**src/rtl/decode_stage.sv**
```systemverilog
// RV32I decode stage: registered control/immediate bundle, load-use stall, sticky halt; DECODE_MULDIV_EN adds M-ext R ops.
// Latency: 1 cycle from input acceptance to out_valid.
// Backpressure: out_* hold while out_valid & !out_ready; in_ready drops on stall, hazard, flush or halt.
module decode_stage #(
    parameter int XLEN = 32
) (
    input  logic            clk,
    input  logic            rst_n,
    input  logic            in_valid,
    output logic            in_ready,
    input  logic [31:0]     in_instr,
    input  logic [XLEN-1:0] in_pc,
    input  logic            ex_mem_read,
    input  logic [4:0]      ex_rd,
    input  logic            flush,
    output logic            out_valid,
    input  logic            out_ready,
    output logic [XLEN-1:0] out_pc,
    output logic [4:0]      out_rs1,
    output logic [4:0]      out_rs2,
    output logic [4:0]      out_rd,
    output logic [2:0]      out_funct3,
    output logic [6:0]      out_funct7,
    output logic [2:0]      out_itype,
    output logic [XLEN-1:0] out_imm,
    output logic            out_reg_write,
    output logic            out_mem_read,
    output logic            out_mem_write,
    output logic            out_alu_src,
    output logic            out_branch,
    output logic            out_jal,
    output logic            out_jalr,
    output logic            out_lui,
    output logic            out_auipc,
    output logic            out_hlt,
    output logic            out_illegal,
    output logic            out_mul,
    output logic            halted
);

    if (XLEN != 32 && XLEN != 64) begin : g_bad_xlen
        $error("decode_stage: XLEN must be 32 or 64");
    end

    localparam logic [6:0] OP_R      = 7'b0110011;
    localparam logic [6:0] OP_IALU   = 7'b0010011;
    localparam logic [6:0] OP_LOAD   = 7'b0000011;
    localparam logic [6:0] OP_STORE  = 7'b0100011;
    localparam logic [6:0] OP_BRANCH = 7'b1100011;
    localparam logic [6:0] OP_JAL    = 7'b1101111;
    localparam logic [6:0] OP_JALR   = 7'b1100111;
    localparam logic [6:0] OP_LUI    = 7'b0110111;
    localparam logic [6:0] OP_AUIPC  = 7'b0010111;
    localparam logic [6:0] OP_HALT   = 7'b1111111;

    typedef enum logic {
        ST_RUN,
        ST_HALTED
    } state_t;

    typedef struct packed {
        logic [XLEN-1:0] pc;
        logic [4:0]      rs1;
        logic [4:0]      rs2;
        logic [4:0]      rd;
        logic [2:0]      funct3;
        logic [6:0]      funct7;
        logic [2:0]      itype;
        logic [XLEN-1:0] imm;
        logic            reg_write;
        logic            mem_read;
        logic            mem_write;
        logic            alu_src;
        logic            branch;
        logic            jal;
        logic            jalr;
        logic            lui;
        logic            auipc;
        logic            hlt;
        logic            illegal;
        logic            mul;
    } bundle_t;

    state_t      state_q;
    bundle_t     bundle_q;
    bundle_t     bundle_d;
    logic        out_valid_q;
    logic        use_rs1;
    logic        use_rs2;
    logic        hazard;
    logic        accept;
    logic [31:0] imm32;
    logic        is_muldiv;

    assign is_muldiv = (in_instr[31:25] == 7'b0000001);

    always_comb begin
        bundle_d        = '0;
        bundle_d.pc     = in_pc;
        bundle_d.rs1    = in_instr[19:15];
        bundle_d.rs2    = in_instr[24:20];
        bundle_d.rd     = in_instr[11:7];
        bundle_d.funct3 = in_instr[14:12];
        bundle_d.funct7 = in_instr[31:25];
        bundle_d.itype  = in_instr[6:4];
        use_rs1         = 1'b0;
        use_rs2         = 1'b0;
        imm32           = 32'd0;

        case (in_instr[6:0])
            OP_R: begin
`ifdef DECODE_MULDIV_EN
                bundle_d.reg_write = 1'b1;
                bundle_d.mul       = is_muldiv;
                use_rs1            = 1'b1;
                use_rs2            = 1'b1;
`else
                if (is_muldiv) begin
                    bundle_d.illegal = 1'b1;
                end else begin
                    bundle_d.reg_write = 1'b1;
                    use_rs1            = 1'b1;
                    use_rs2            = 1'b1;
                end
`endif
            end
            OP_IALU: begin
                bundle_d.reg_write = 1'b1;
                bundle_d.alu_src   = 1'b1;
                use_rs1            = 1'b1;
                imm32              = {{20{in_instr[31]}}, in_instr[31:20]};
            end
            OP_LOAD: begin
                bundle_d.reg_write = 1'b1;
                bundle_d.mem_read  = 1'b1;
                bundle_d.alu_src   = 1'b1;
                use_rs1            = 1'b1;
                imm32              = {{20{in_instr[31]}}, in_instr[31:20]};
            end
            OP_STORE: begin
                bundle_d.mem_write = 1'b1;
                bundle_d.alu_src   = 1'b1;
                use_rs1            = 1'b1;
                use_rs2            = 1'b1;
                imm32              = {{20{in_instr[31]}}, in_instr[31:25], in_instr[11:7]};
            end
            OP_BRANCH: begin
                bundle_d.branch = 1'b1;
                use_rs1         = 1'b1;
                use_rs2         = 1'b1;
                imm32           = {{19{in_instr[31]}}, in_instr[31], in_instr[7],
                                   in_instr[30:25], in_instr[11:8], 1'b0};
            end
            OP_JAL: begin
                bundle_d.reg_write = 1'b1;
                bundle_d.jal       = 1'b1;
                imm32              = {{11{in_instr[31]}}, in_instr[31], in_instr[19:12],
                                      in_instr[20], in_instr[30:21], 1'b0};
            end
            OP_JALR: begin
                bundle_d.reg_write = 1'b1;
                bundle_d.jalr      = 1'b1;
                bundle_d.alu_src   = 1'b1;
                use_rs1            = 1'b1;
                imm32              = {{20{in_instr[31]}}, in_instr[31:20]};
            end
            OP_LUI: begin
                bundle_d.reg_write = 1'b1;
                bundle_d.alu_src   = 1'b1;
                bundle_d.lui       = 1'b1;
                imm32              = {in_instr[31:12], 12'd0};
            end
            OP_AUIPC: begin
                bundle_d.reg_write = 1'b1;
                bundle_d.alu_src   = 1'b1;
                bundle_d.auipc     = 1'b1;
                imm32              = {in_instr[31:12], 12'd0};
            end
            OP_HALT: begin
                bundle_d.hlt = 1'b1;
            end
            default: begin
                bundle_d.illegal = 1'b1;
            end
        endcase

        // x0 is hardwired, so a write to it is never a real write
        if (in_instr[11:7] == 5'd0) begin
            bundle_d.reg_write = 1'b0;
        end
        bundle_d.imm = XLEN'($signed(imm32));
    end

    assign hazard = in_valid & ex_mem_read & (ex_rd != 5'd0) &
                    ((use_rs1 & (bundle_d.rs1 == ex_rd)) |
                     (use_rs2 & (bundle_d.rs2 == ex_rd)));

    // Gated by rst_n so nothing is accepted while reset is held
    assign in_ready = rst_n & (state_q == ST_RUN) & ~flush & ~hazard &
                      (~out_valid_q | out_ready);
    assign accept   = in_valid & in_ready;

    always_ff @(posedge clk or negedge rst_n) begin
        if (!rst_n) begin
            state_q     <= ST_RUN;
            out_valid_q <= 1'b0;
            bundle_q    <= '0;
        end else begin
            if (flush) begin
                out_valid_q <= 1'b0;
            end else if (accept) begin
                bundle_q    <= bundle_d;
                out_valid_q <= 1'b1;
            end else if (out_ready) begin
                out_valid_q <= 1'b0;
            end

            case (state_q)
                ST_RUN: begin
                    if (accept && bundle_d.hlt) begin
                        state_q <= ST_HALTED;
                    end
                end
                default: state_q <= ST_HALTED;
            endcase
        end
    end

    assign halted        = (state_q == ST_HALTED);
    assign out_valid     = out_valid_q;
    assign out_pc        = bundle_q.pc;
    assign out_rs1       = bundle_q.rs1;
    assign out_rs2       = bundle_q.rs2;
    assign out_rd        = bundle_q.rd;
    assign out_funct3    = bundle_q.funct3;
    assign out_funct7    = bundle_q.funct7;
    assign out_itype     = bundle_q.itype;
    assign out_imm       = bundle_q.imm;
    assign out_reg_write = bundle_q.reg_write;
    assign out_mem_read  = bundle_q.mem_read;
    assign out_mem_write = bundle_q.mem_write;
    assign out_alu_src   = bundle_q.alu_src;
    assign out_branch    = bundle_q.branch;
    assign out_jal       = bundle_q.jal;
    assign out_jalr      = bundle_q.jalr;
    assign out_lui       = bundle_q.lui;
    assign out_auipc     = bundle_q.auipc;
    assign out_hlt       = bundle_q.hlt;
    assign out_illegal   = bundle_q.illegal;
    assign out_mul       = bundle_q.mul;

endmodule

```
**config.mk**
```make
export PLATFORM = sky130hd
export DESIGN_NAME = decode_stage
export DESIGN_NICKNAME = d
export VERILOG_FILES = /design/src/rtl/decode_stage.sv
export SDC_FILE = /design/constraint.sdc
export NUM_CORES = 1
export LEC_CHECK = 0
export CAP_MARGIN = 30
export CELL_PAD_IN_SITES_DETAIL_PLACEMENT = 1
export CELL_PAD_IN_SITES_GLOBAL_PLACEMENT = 2
export CORE_ASPECT_RATIO = 1.75
export CORE_UTILIZATION = 25
export DETAILED_ROUTE_END_ITERATION = 10
export GPL_ROUTABILITY_DRIVEN = 0
export GPL_TIMING_DRIVEN = 0
export HOLD_SLACK_MARGIN = 0.06
export PLACE_DENSITY_LB_ADDON = 0.1
export SETUP_SLACK_MARGIN = 0.5
export SLEW_MARGIN = 40
export SYNTH_ARGS = -nofsm -noshare
export SYNTH_HDL_FRONTEND = slang
export SYNTH_SLANG_ARGS = --single-unit
```
**constraint.sdc**
```tcl
create_clock -name clk -period 1.5 [get_ports clk]
set_input_delay 0.3 -clock clk [delete_from_list [all_inputs] [get_ports clk]]
set_output_delay 0.3 -clock clk [all_outputs]
set_load 0.1 [all_outputs]
```
==> results.toml <==
[run_status]
status = "complete, but fails checks"
violations = "hold timing, setup timing"

[critical_path]
worstPathMaxFanout = 6
crit_arrival_ps = 2260
crit_type = "in -> reg"
cp.required_ps = 1740
cp-end-kind = "flop"
crit_chain = "buf_8 -> or4_4 -> o21a_4 -> a41oi_2 -> o21a_1 -> buf_6 -> buf_12 -> buf_12 -> buf_16 -> mux2_1"
critPathLaunchType = "primary input"
slowest_stage = "or4_4"
path_common_cell = "buf_12"
slowest_delay_ps = 520

[clocking]
insertion_delay_ps = 360
cts.clk_slew.worst_paths_ps = 70
cts_made_buffers = 9
cts_buffer_depth = 2
tritoncts = "built"
cts_root_buf = "clkbuf_16"
htree_levels = 3
cts_sinks = 105

[sta]
rsz0062_at_grt = "true"
final.period_utilization = 1.34
max_clock_freq_mhz = 496
tns_ps = -44650
skew_ps = 9.44
setup_violations = 106
final_hold_viol_count = 51
final.setup.worst_slack_ps = -515
maxSlewViolCount = 0
min_period_ps = 2020
whs_ps = -194

[detailed_routing]
first_iter_violations = 67
drtAntennaViolNets = 0
top_layer = "met4"
drc_errors = 0
wl_per_cell_um = 20.1
wl_met3_um = 874
vias = 3910
wl_um = 17100
dr_wl_met2_um = 9780
wl_met1_um = 6150
firstDrtPassIters = 4
routed_via_density = 4.59

[yosys]
syn_inst = 368
synthesis.area_mm2 = 0.00473
synth-seq-cells = 105
avgSynthCellArea_um2 = 12.9
ys_warn_count = 0
ys_types = 45
synth_ff_type = "dfrtp_1"
netlist_top_cells_area = "dfrtp_1 (56%), mux2_2 (13%), mux2_1 (5.5%)"
synth_edf_count = 0
async_flop_share = 1.00
yosysTopAreaCellShare = 0.555
synth_nets = 443
synth-seq-area-share = 0.555
synth_top_area_cell = "dfrtp_1"

[layout]
postLayoutCoreUtil = 0.505
fillers = 1837
antenna_cells = 0
syn2layout_area_growth_pct = 98.1
fin_nets = 683
drive_above_1_share = 0.644
final_common_cell = "buf_12"
fin_cells = 851
layout_common_cells = "buf_12 (121), dfrtp_2 (83), mux2_4 (54), clkdlybuf4s50_1 (44), buf_4 (33)"

[place]
portBuffers = 180
dp_cells = 788
dpl.hpwl_um = 11900

[floorplanning]
die_h_um = 184
io_pins = 182
die-area_mm2 = 0.0195
core_mm2 = 0.0186
die_x_um = 106
std_cell_rows = 66
initial_utilization = 0.255

[pwr]
p_leak_uw = 0.00399
powerDensity_mw_per_mm2 = 1300
ir_drop_uv = 854

[run]
drv_cap = 0

[global_routing]
grt_use_total = 0.183
grt_antenna_before_repair = 0
grt_max_degree = 54
grt-ovfl-total = 0
grt_pass1_vias = 4490
grt_first_pass_wirelength_um = 26400

[min_path]
hp-class = "in -> async"
## state kept, by name (all words and copies together), names as in the netlist, 3 cells and up
signal	count
out_imm	32
out_rs2	5
out_rd	5
out_rs1	5
out_pc	32
out_funct3	3
out_funct7	7
out_itype	3
## worst max-delay path, delay by kind of cell
kind	cells	cell delay, ps
AND/OR/NAND/NOR	1	520
buffers and inverters	5	580
AO/OA/AOI/OAI	3	520
multiplexers	1	320
## stage by stage
| step | total power (uW) | instance area (um2) | hold slack [ps] | setup slack [ps] |
|---|---|---|---|---|
| floorplan | 6820 | 4870 | 4.41 | -625 |
| global placement | 8070 | 6970 | 467 | -5460 |
| detailed placement | 7750 | 6480 | 248 | -1560 |
| CTS | 11800 | 8820 | -176 | -501 |
| global route | 12600 | 9380 | -177 | -536 |
| finish | 12200 | 9380 | -194 | -515 |
## what timing repair did
action | in CTS | in global routing
pin swaps | 22 | 11
endpoints found under the setup margin | 211 | 211
gates cloned | 4 | 2
buffers inserted | 28 | 13
resized for setup | 535 | 111
hold endpoints to repair | 51 | 51
## layout make-up
| class | count | area, um2 | area share |
|---|---|---|---|
| Inverter | 27 | 101 | 0.0108 |
| Multi-Input combinational cell | 218 | 2230 | 0.238 |
| Buffer | 18 | 274 | 0.0292 |
| Clock buffer | 11 | 253 | 0.0270 |
| Clock inverter | 5 | 85.1 | 0.00907 |
| Sequential cell | 105 | 2730 | 0.291 |
| Tap cell | 238 | 298 | 0.0318 |
| Timing Repair Buffer | 229 | 3400 | 0.363 |
## worst paths after layout
| kind | from | end | slack, ps | cells after the start |
|---|---|---|---|---|
| max | ex_rd[0] | out_pc[24]$_DFFE_PN0P_ | -520 | 10 |
| min | rst_n | out_imm[7]$_DFFE_PN0P_ | -190 | 1 |
| max reg2reg | halted$_DFF_PN0_ | out_pc[24]$_DFFE_PN0P_ | -440 | 9 |
| min reg2reg | halted$_DFF_PN0_ | halted$_DFF_PN0_ | 550 | 1 |
| max in group asynchronous | rst_n | out_imm[30]$_DFFE_PN0P_ | 1010 | 2 |
| min in group clk | in_instr[27] | out_imm[7]$_DFFE_PN0P_ | 240 | 3 |
## synth_stat cells, types with 3 or more instances
master	n
inv_1	27
buf_4	7
mux2i_1	25
dfrtp_1	105
mux2_2	55
o21ai_0	3
nand3_1	5
a22o_1	4
nor3_1	3
xor2_1	10
and3_1	7
a21oi_1	19
nor2_1	12
mux2_1	23
a21o_1	6
nand2_1	13
clkbuf_1	4
## routing by layer
layer	up-vias	track usage
met5	-	0
met4	0	0.0628
met3	19	0.0471
met2	142	0.341
met1	1988	0.196
li1	1761	-
## cells by family after synthesis
kind of cell              Yosys count  share of synthesized area
muxes                             103                      0.238
other                               1                   0.000792
buffers and inverters              45                     0.0563
and+or+nand+nor                    57                     0.0645
DFF                               105                      0.555
AOI/OAI and AO/OA                  47                     0.0663
xor gates and xnor gates           10                     0.0185
## report_power, final
group / internal, uW / total [uW] / switching [uW]
Sequential: 3270 / 3700 / 431
Combinational: 2280 / 5820 / 3540
Clock: 1570 / 2690 / 1130
(Power assumes the default switching activity.)
